$ cat config.mk
export PLATFORM = sky130hd
export DESIGN_NAME = mips32_multicycle_ctrl
export DESIGN_NICKNAME = d
export VERILOG_FILES = /design/src/rtl/mips32_multicycle_ctrl.sv
export SDC_FILE = /design/constraint.sdc
export NUM_CORES = 1
export LEC_CHECK = 0
export BUFFER_PORTS_ARGS = -buffer_cell sky130_fd_sc_hd__buf_4
export CORE_MARGIN = 5
export CORE_UTILIZATION = 52
export CTS_CLUSTER_SIZE = 10
export DETAILED_ROUTE_END_ITERATION = 8
export PLACE_DENSITY = 0.87
export SYNTH_ARGS = -nofsm -noshare
export SYNTH_HDL_FRONTEND = slang
export SYNTH_SLANG_ARGS = --single-unit
export TNS_END_PERCENT = 20
$ cat constraint.sdc
create_clock -name clk -period 3.1 [get_ports clk]
set_clock_uncertainty 0.1 [all_clocks]
set_input_delay 0.31 -clock clk [delete_from_list [all_inputs] [get_ports clk]]
set_output_delay 0.31 -clock clk [all_outputs]
set_load 0.05 [all_outputs]
$ cat src/rtl/mips32_multicycle_ctrl.sv
// mips32_multicycle_ctrl: FETCH/DECODE/EXEC/MEM/WB sequencer for the shared-memory multi-cycle MIPS32 core.
// Retires instructions, and halts on an illegal opcode, a trapping overflow or a memory timeout.
`default_nettype none

module mips32_multicycle_ctrl #(
  parameter int CNT_W       = 32,
  parameter int MEM_TIMEOUT = 16
) (
  input  logic             clk,
  input  logic             reset,
  input  logic [5:0]       opcode,
  input  logic             cond_true,
  input  logic             overflow,
  input  logic             mem_ready,
  output logic             mem_req,
  output logic             mem_we,
  output logic             mem_addr_sel,
  output logic             ir_we,
  output logic             ab_we,
  output logic             pc_we,
  output logic [1:0]       pc_src,
  output logic             rf_we,
  output logic             wb_sel,
  output logic [2:0]       state,
  output logic             halted,
  output logic [1:0]       halt_cause,
  output logic [CNT_W-1:0] instr_count
);

  localparam int              WAIT_W     = (MEM_TIMEOUT > 0) ? $clog2(MEM_TIMEOUT + 1) : 1;
  localparam bit              TIMEOUT_EN = (MEM_TIMEOUT > 0);
  localparam logic [WAIT_W-1:0] WAIT_LAST = WAIT_W'((MEM_TIMEOUT > 0) ? MEM_TIMEOUT - 1 : 0);

  typedef enum logic [2:0] {
    S_FETCH  = 3'd0,
    S_DECODE = 3'd1,
    S_EXEC   = 3'd2,
    S_MEM    = 3'd3,
    S_WB     = 3'd4,
    S_HALT   = 3'd5
  } state_t;

  state_t            cur_state, nxt_state;
  logic [WAIT_W-1:0] wait_cnt;
  logic              retire;
  logic [1:0]        new_cause;
  logic              is_alu, is_load, is_store, is_branch, is_jump;
  logic              mem_timeout;

  always_comb begin
    is_alu    = (opcode == 6'b000000) || (opcode[5:3] == 3'b001);
    is_load   = (opcode[5:3] == 3'b100);
    is_store  = (opcode[5:3] == 3'b101);
    is_branch = (opcode[5:2] == 4'b0001);
    is_jump   = (opcode[5:1] == 5'b00001);
  end

  // The access that is still unanswered on its last allowed cycle gives up here.
  assign mem_timeout = TIMEOUT_EN && !mem_ready && (wait_cnt == WAIT_LAST);

  always_comb begin
    nxt_state    = cur_state;
    retire       = 1'b0;
    new_cause    = 2'd0;
    mem_req      = 1'b0;
    mem_we       = 1'b0;
    mem_addr_sel = 1'b0;
    ir_we        = 1'b0;
    ab_we        = 1'b0;
    pc_we        = 1'b0;
    pc_src       = 2'd0;
    rf_we        = 1'b0;
    wb_sel       = 1'b0;
    case (cur_state)
      S_FETCH: begin
        mem_req = 1'b1;
        if (mem_ready) begin
          ir_we     = 1'b1;
          pc_we     = 1'b1;
          nxt_state = S_DECODE;
        end else if (mem_timeout) begin
          nxt_state = S_HALT;
          new_cause = 2'd3;
        end
      end
      S_DECODE: begin
        ab_we = 1'b1;
        if (is_alu || is_load || is_store || is_branch || is_jump) begin
          nxt_state = S_EXEC;
        end else begin
          nxt_state = S_HALT;
          new_cause = 2'd1;
        end
      end
      S_EXEC: begin
        if (is_alu) begin
          if (overflow) begin
            nxt_state = S_HALT;
            new_cause = 2'd2;
          end else begin
            nxt_state = S_WB;
          end
        end else if (is_load || is_store) begin
          nxt_state = S_MEM;
        end else if (is_branch) begin
          pc_we     = cond_true;
          pc_src    = 2'd1;
          retire    = 1'b1;
          nxt_state = S_FETCH;
        end else if (is_jump) begin
          pc_we     = 1'b1;
          pc_src    = 2'd2;
          retire    = 1'b1;
          nxt_state = S_FETCH;
        end else begin
          nxt_state = S_HALT;
          new_cause = 2'd1;
        end
      end
      S_MEM: begin
        mem_req      = 1'b1;
        mem_addr_sel = 1'b1;
        mem_we       = is_store;
        if (mem_ready) begin
          if (is_load) begin
            nxt_state = S_WB;
          end else begin
            retire    = 1'b1;
            nxt_state = S_FETCH;
          end
        end else if (mem_timeout) begin
          nxt_state = S_HALT;
          new_cause = 2'd3;
        end
      end
      S_WB: begin
        rf_we     = 1'b1;
        wb_sel    = is_load;
        retire    = 1'b1;
        nxt_state = S_FETCH;
      end
      S_HALT: nxt_state = S_HALT;
      default: nxt_state = S_FETCH;
    endcase
    if (reset) begin
      mem_req      = 1'b0;
      mem_we       = 1'b0;
      mem_addr_sel = 1'b0;
      ir_we        = 1'b0;
      ab_we        = 1'b0;
      pc_we        = 1'b0;
      pc_src       = 2'd0;
      rf_we        = 1'b0;
      wb_sel       = 1'b0;
    end
  end

  always_ff @(posedge clk) begin
    if (reset) begin
      cur_state   <= S_FETCH;
      instr_count <= '0;
      halt_cause  <= 2'd0;
      wait_cnt    <= '0;
    end else begin
      cur_state <= nxt_state;
      if (retire) instr_count <= instr_count + CNT_W'(1);
      if (nxt_state == S_HALT && cur_state != S_HALT) halt_cause <= new_cause;
      // Every entry into FETCH or MEM comes from another state, so a state change restarts the count.
      if (nxt_state != cur_state) wait_cnt <= '0;
      else if (mem_req && !mem_ready) wait_cnt <= wait_cnt + WAIT_W'(1);
    end
  end

  assign state  = cur_state;
  assign halted = (cur_state == S_HALT);

endmodule

`default_nettype wire
==> out/qor.yml, run 1 <==
grt_pass1_vias: 1902
root_buffer: "clkbuf_8"
yosysMostFrequentCell: "nor2_1"
finalSetupViolCount: 0
p_per_area_nw_per_um2: 403
mappedNetlistNets: 292
ant_nets: 0
core_area_sq_um: 4290
cp_slowest_stage_delay_ns: 0.48
tns_ns: 0
hp-class: "input pin to flip-flop"
netlist_top_cells_area: "dfxtp_1 (37%), nor2_1 (7.7%), xnor2_1 (4.7%)"
synth_area_sq_um: 2260
drive_gt1_share_pct: 23.4
ys_top_cells_by_count: "nor2_1 (46), dfxtp_1 (42), nand2_1 (19), a21oi_1 (18)"
hp-start: "opcode[3]"
dieArea_sq_um: 5760
syn_inst: 278
n_antenna_cell: 0
synth_top_area_cell: "dfxtp_1"
grt_max_degree: 46
hpwl_um: 3950
cts_tree: "done"
synth_area_per_cell_sq_um: 8.11
ys.flop_type: "dfxtp_1"
final_hold_viol_count: 0
reg2regPathDepth: 5
rows: 24
routed_wl_um: 5290
grt_pass1_wl_um: 8450
grt_usage_pct: 18.8
critPathKind: "flip-flop to output port"
cp.arrival_ns: 2.18
status: "completed"
die_x_um: 75.9
first_pass_iters: 4
clock-sinks: 42
worstPathRequired_ns: 2.69
worst_pin_slew_ns: 0.732
yosysSeqAreaShare_pct: 37.3
post-route-period-util_pct: 83.5
initial_core_util_pct: 52.5
vias: 2143
fin_nets: 351
cts_resized: 0
antenna_found_initial: 0
drt-initial-drc-count: 165
ctsHoldBuffers: 0
cp_max_fo: 10
numCtsBuffers: 5
drc: 0
place.gp.congestion: 0.885
clock_latency_ns: 0.29
viasPerCell: 5.51
fin_crit_ns: 2.59
synth-seq-cells: 42
wl_per_cell_um: 13.6
synth_edf_count: 0
async_flop_share_pct: 0
syn_to_final_growth_pct: 26.7
holdPathStages: 3
overflow: 0
maxSlewViolCount: 0
reg2reg_setup_slack_ns: 0.53
ir_drop_v: 0.000281
relSlewSlack_pct: 50.7
htreeDepth: 2
cp_cell_sequence: "or3b_4 > or4_1 > nor4b_2 > buf_4"
holdPathEnd: "halt_cause[0]"
crit_buf_inv: 1
r2r_end: "instr_count[18]"
yosysTopAreaCellShare_pct: 37.3
fmax_ghz: 0.386
grt_setup_unrepaired: "no"
crit_family: "simple AND/OR/NAND/NOR gates"
clockBufferDepth: 2
drv_cap: 0
p_leak_uw: 0.00116
die_h_um: 75.9
numPortBuffers: 58
cts_setup_buffers: 0
start_kind: "flip-flop"
ios: 59
hold_ws_ns: 0.345
worstReg2RegStart: "state[1]"
yosysWarnings: 0
slowest_stage: "dfxtp_1"
cp-end-kind: "output port"
clk_pin_slew_ns: 0.08
ys_types: 50
-- worst reg2reg max path: stages, from the launching register on --
cell and delay, ns:
dfxtp_1 0.48, or3b_4 0.46, nor4b_4 0.44, o2111ai_1 0.41
or3_1 0.45, a21oi_1 0.15
-- metrics by stage --
stage	instance area, sq um	std cells	worst slack, ns	utilization, %	power [uW]
after global placement	2750	382	0.609	63.9	725
after floorplan	2260	278	-0.224	-	679
after detailed placement	2750	382	0.543	63.9	727
after global routing	2860	389	0.363	66.6	1200
after CTS	2860	389	0.500	66.6	1160
final	2860	389	0.513	66.6	1150
-- cells in the final DEF (no fill, tap or decap), drive strengths merged, types with 10 or more instances in the layout --
cell type  count
buf           60
nand4         10
nand2         19
a21oi         18
dfxtp         42
nor2          46
inv           14
xnor2         12
o21ai         15
-- routing by layer --
layer	track usage, %	part of all wire, %	vias to the layer above
li1	-	-	1094
met1	24.0	46	967
met2	30.2	46	73
met3	5.67	6.6	9
met4	6.02	1.4	0
met5	0	0	-
-- report_power, final --
part	internal, uW	switching (uW)	total, uW
Sequential	547	11.4	558
Combinational	53.4	103	157
Clock	258	179	437
-- sequential cells by signal (all words and copies together), names as in the netlist --
name,cells
instr_count,32
wait_cnt,5
state,3
halt_cause,2
-- logic make-up after synthesis --
logic type / after synthesis / synth area share (%)
fa+ha+maj: 3 / 1.66
flops: 42 / 37.3
simple gates: 133 / 31.7
mux: 8 / 3.88
buf+inv: 22 / 3.77
compound gates: 50 / 13.9
xor+xnor: 20 / 7.76
-- worst max path at each step --
stage	from	end	slack [ns]	cells after the start
after floorplan	state[1]	pc_src[0]	-0.22	4
after global placement	state[1]	instr_count[31]	0.61	6
after detailed placement	state[1]	instr_count[31]	0.54	6
after CTS	state[1]	pc_src[1]	0.50	4
after global routing	instr_count[3]	instr_count[17]	0.36	5
final	state[1]	pc_src[1]	0.51	4
-- layout make-up --
cell class | instances | area (sq um)
Clock buffer | 6 | 82.6
Clock inverter | 1 | 30.0
Fill cell | 372 | 1440
Inverter | 14 | 52.6
Multi-Input combinational cell | 214 | 1340
Sequential cell | 42 | 841
Tap cell | 52 | 65.1
Timing Repair Buffer | 60 | 450
Note: power is estimated with default switching activity, not from simulation.
==> run 2, diff against run 1 <==
CORE_UTILIZATION = 47   (was 52)
PLACE_DENSITY = 0.83   (was 0.87)
clock period = 2.3 ns   (was 3.1 ns; I/O delays follow)
==> out/qor.yml, run 2 (same netlist as run 1, synthesis figures left out) <==
syn_to_final_growth_pct: 38.8
grt_max_degree: 45
finalSetupViolCount: 0
worst_pin_slew_ns: 0.512
overflow: 0
pre_cts_slack_ns: -0.0521
clockBufferDepth: 2
reg2regPathDepth: 9
holdPathEnd: "halt_cause[0]"
first_pass_iters: 4
place.gp.congestion: 0.902
dieArea_sq_um: 6290
antenna_found_initial: 0
ant_nets: 0
worstPathRequired_ns: 2.37
routed_wl_um: 5800
clock_latency_ns: 0.30
tns_ns: 0
fin_nets: 369
grt_usage_pct: 18.7
die_h_um: 79.3
numCtsBuffers: 5
grt_setup_unrepaired: "yes"
core_area_sq_um: 4690
status: "completed"
most-common-layout-cells: "buf_4 (72), nor2_1 (45), dfxtp_1 (33)"
reg2reg_setup_slack_ns: 0.03
place_area_sq_um: 2890
die_x_um: 79.3
drc: 0
root_buffer: "clkbuf_8"
critPathKind: "flip-flop to flip-flop"
ir_drop_v: 0.000283
cp_max_fo: 7
clock-sinks: 42
grt_pass1_vias: 2124
fin_crit_ns: 2.27
fin_area_sq_um: 3130
rows: 25
holdPathStages: 3
largest_reg_flops: 32
start_kind: "flip-flop"
fmax_ghz: 0.440
drt-initial-drc-count: 182
maxSlewViolCount: 0
vias: 2253
drv_cap: 0
numPortBuffers: 58
p_leak_uw: 0.00130
clk_pin_slew_ns: 0.09
ios: 59
relSlewSlack_pct: 65.9
cp.arrival_ns: 2.35
viasPerCell: 5.50
final_common_cell: "buf_4"
cts_tree: "done"
htreeDepth: 2
hp-start: "reset"
drive_gt1_share_pct: 34.3
setup_slack_ns: 0.0257
grt_pass1_wl_um: 9570
post-route-period-util_pct: 98.9
initial_core_util_pct: 48.1
worstReg2RegStart: "state[1]"
final_hold_viol_count: 0
p_per_area_nw_per_um2: 506
top_register: "instr_count"
hpwl_um: 4220
hp-class: "input pin to flip-flop"
wl_per_cell_um: 14.1
r2r_end: "instr_count[31]"
cp-end-kind: "flip-flop"
n_antenna_cell: 0
[run 2: changes by cell type in the layout (fill, tap and decap cells not counted), moves of 2 or more]
cell     change
buf_6        +5
dfxtp_2      +7
nor3_1       -2
nor3_2       +2
dfxtp_1      -9
dfxtp_4      +2
a21oi_1      -5
buf_4       +12
nor3b_1      -2
a21oi_2      +5
[run 2: final cells by class]
type                    count  area [sq um]
repair buffers             78           602
clock buffers               5          68.8
inverters                  14          52.6
flip-flops and latches     42           857
well taps                  54          67.6
multi-input cells         214          1440
fillers                   388          1560
clock inverters             3          43.8
[run 2: how the worst max path moves through the flow]
stage / startpoint / end / slack [ns] / cells past startpoint
after floorplan: state[1] / pc_src[1] / -0.16 / 4
after global placement: wait_cnt[1] / wait_cnt[4] / 0.02 / 8
after detailed placement: wait_cnt[1] / wait_cnt[0] / -0.05 / 8
after CTS: state[1] / pc_src[1] / -0.02 / 4
after global routing: state[1] / instr_count[31] / -0.06 / 9
final: state[1] / instr_count[31] / 0.03 / 9
[run 2: what timing repair did]
item | 4_1_cts | 5_1_grt
hold buffers | 0 | 0
cloned | 0 | 1
buffers inserted | 1 | 3
endpoints found under the setup margin | 7 | 25
pin swaps | 2 | 15
endpoints found under the hold margin | 0 | 0
gates resized for setup | 5 | 18
[run 2: power by group]
group | internal, uW | leakage, uW | switching (uW) | total, uW
Sequential | 737 | 0.000344 | 7.45 | 744
Clock | 325 | 0.0000585 | 264 | 589
Combinational | 89.8 | 0.000901 | 162 | 252
[run 2: worst max-delay path, cell delays in order, from the launching register on]
cell	delay, ns
dfxtp_4	0.35
or3b_4	0.38
buf_6	0.13
nor4b_4	0.27
buf_6	0.17
o21ai_4	0.07
nor4_4	0.29
buf_6	0.17
a31o_1	0.16
a21oi_2	0.05
[run 2: metal layers]
layer	part of all wire (%)	vias to the layer above	global-route usage (%)
met5	0	-	0
met4	1.1	0	4.98
met3	4.5	6	3.63
met2	51	63	32.2
met1	44	1045	23.8
li1	-	1139	-
[run 2: stage by stage]
stage / util (%) / hold WS [ns] / total power [uW] / instances
after CTS: 64.7 / 0.133 / 1600 / 406
final: 66.7 / 0.138 / 1590 / 410
after global placement: 61.5 / 0.347 / 994 / 397
after floorplan: - / 0.372 / 921 / 278
after global routing: 66.7 / 0.140 / 1660 / 410
after detailed placement: 61.5 / 0.366 / 998 / 397
==> run 3, diff against run 2 <==
CELL_PAD_IN_SITES_DETAIL_PLACEMENT = 0   (was default)
CELL_PAD_IN_SITES_GLOBAL_PLACEMENT = 2   (was default)
CORE_UTILIZATION = 27   (was 47)
==> out/qor.yml, run 3 (same netlist as run 1, synthesis figures left out) <==
relSlewSlack_pct: 50.5
largest_reg_flops: 32
final_util_pct: 38.6
ctsHoldBuffers: 0
wl_met3_um: 319
p_leak_uw: 0.00129
reg2regPathDepth: 6
holdPathEnd: "halt_cause[0]"
grt_pass1_wl_um: 10100
cp_max_fo: 5
ios: 59
final_hold_viol_count: 0
worstReg2RegStart: "state[1]"
wl_per_cell_um: 13.3
clockPowerShare_pct: 35.0
rows: 33
dieArea_sq_um: 10300
clock_latency_ns: 0.29
n_antenna_cell: 0
grt_pass1_vias: 2159
drt-initial-drc-count: 65
overflow: 0
seqPwrFrac_pct: 48.7
antenna_found_initial: 0
hpwl_um: 4600
wl_met1_um: 2790
worstPathRequired_ns: 1.97
final_common_cell: "buf_4"
fillers: 853
holdPathStages: 3
worst_pin_slew_ns: 0.736
ir_drop_v: 0.000183
maxSlewViolCount: 0
tns_ns: 0
clockBufferDepth: 2
grt_max_degree: 45
most-common-layout-cells: "buf_4 (80), nor2_1 (45), dfxtp_1 (34)"
fin_area_sq_um: 3150
setup_slack_ns: 0.0189
drc: 0
drive_gt1_share_pct: 31.9
clock-sinks: 42
clk_pin_slew_ns: 0.08
numCtsBuffers: 5
first_pass_iters: 4
initial_core_util_pct: 27.6
cellInternalPower_uw: 1110
syn_to_final_growth_pct: 39.8
ant_nets: 0
grt_setup_unrepaired: "yes"
p_per_area_nw_per_um2: 484
status: "completed"
r2r_end: "instr_count[29]"
top_layer: "met4"
critPathKind: "flip-flop to output port"
place_area_sq_um: 3010
fin_nets: 373
cp-end-kind: "output port"
cts_tree: "done"
die_h_um: 101
grt_usage_pct: 12.2
cp.arrival_ns: 1.95
fmax_ghz: 0.438
core_area_sq_um: 8180
hp-class: "input pin to flip-flop"
place.gp.congestion: 0.768
htreeDepth: 2
vias: 2248
hp-start: "reset"
routed_wl_um: 6200
post-route-period-util_pct: 99.2
wl_met2_um: 3010
reg2reg_setup_slack_ns: 0.12
root_buffer: "clkbuf_8"
start_kind: "flip-flop"
die_x_um: 101
top_register: "instr_count"
drv_cap: 0
viasPerCell: 4.83
comb_power_share_pct: 16.3
finalSetupViolCount: 0
fin_crit_ns: 2.28
swShare_pct: 27.5
pre_cts_slack_ns: -0.0461
p_switching_uw: 420
numPortBuffers: 58
[run 3: layout make-up]
| type | count | area (sq um) | area share, % |
|---|---|---|---|
| Clock buffer | 8 | 101 | 3.21 |
| Inverter | 14 | 52.6 | 1.67 |
| Multi-Input combinational cell | 214 | 1390 | 44.1 |
| Sequential cell | 42 | 856 | 27.1 |
| Tap cell | 105 | 131 | 4.17 |
| Timing Repair Buffer | 82 | 623 | 19.8 |
[run 3: worst max-delay path by stage]
stage                           start           to  slack [ns]
after floorplan              state[1]    pc_src[1]       -0.16
after global placement    wait_cnt[0]  wait_cnt[4]        0.01
after detailed placement  wait_cnt[0]  wait_cnt[0]       -0.05
after CTS                    state[1]    pc_src[1]       -0.07
after global routing         state[1]    pc_src[1]       -0.04
final                        state[1]    pc_src[1]        0.02
[run 3: power groups by stage]
| stage | logic [uW] | registers [uW] | clock network (uW) |
|---|---|---|---|
| 3_5_place_dp | 244 | 761 | 0 |
| 3_3_place_gp | 247 | 760 | 0 |
| 5_1_grt | 268 | 745 | 584 |
| 6_report | 249 | 743 | 535 |
| 2_1_floorplan | 133 | 788 | 0 |
| 4_1_cts | 248 | 743 | 559 |
[run 3: timing repair]
item | 4_1_cts | 5_1_grt
pin swaps | 0 | 3
gates resized for setup | 2 | 5
buffers inserted | 0 | 1
setup endpoints to repair | 6 | 15
[run 3: layer usage]
metal  track usage, %  vias to the layer above
li1                 -                     1142
met1             15.2                     1055
met2             20.8                       45
met3             2.62                        6
met4             3.99                        0
met5                0                        -
[run 3: critical path: stages, from the launching register on]
cell     delay [ns]
dfxtp_4        0.34
or3b_4         0.42
or4_4          0.47
nor4b_4        0.24
buf_6          0.19
[run 3: stage by stage]
step	hold WS (ns)	std cells	total power (uW)
after detailed placement	0.365	456	1010
final	0.133	465	1530
after global placement	0.359	456	1010
after global routing	0.152	465	1600
after floorplan	0.372	278	921
after CTS	0.128	464	1550
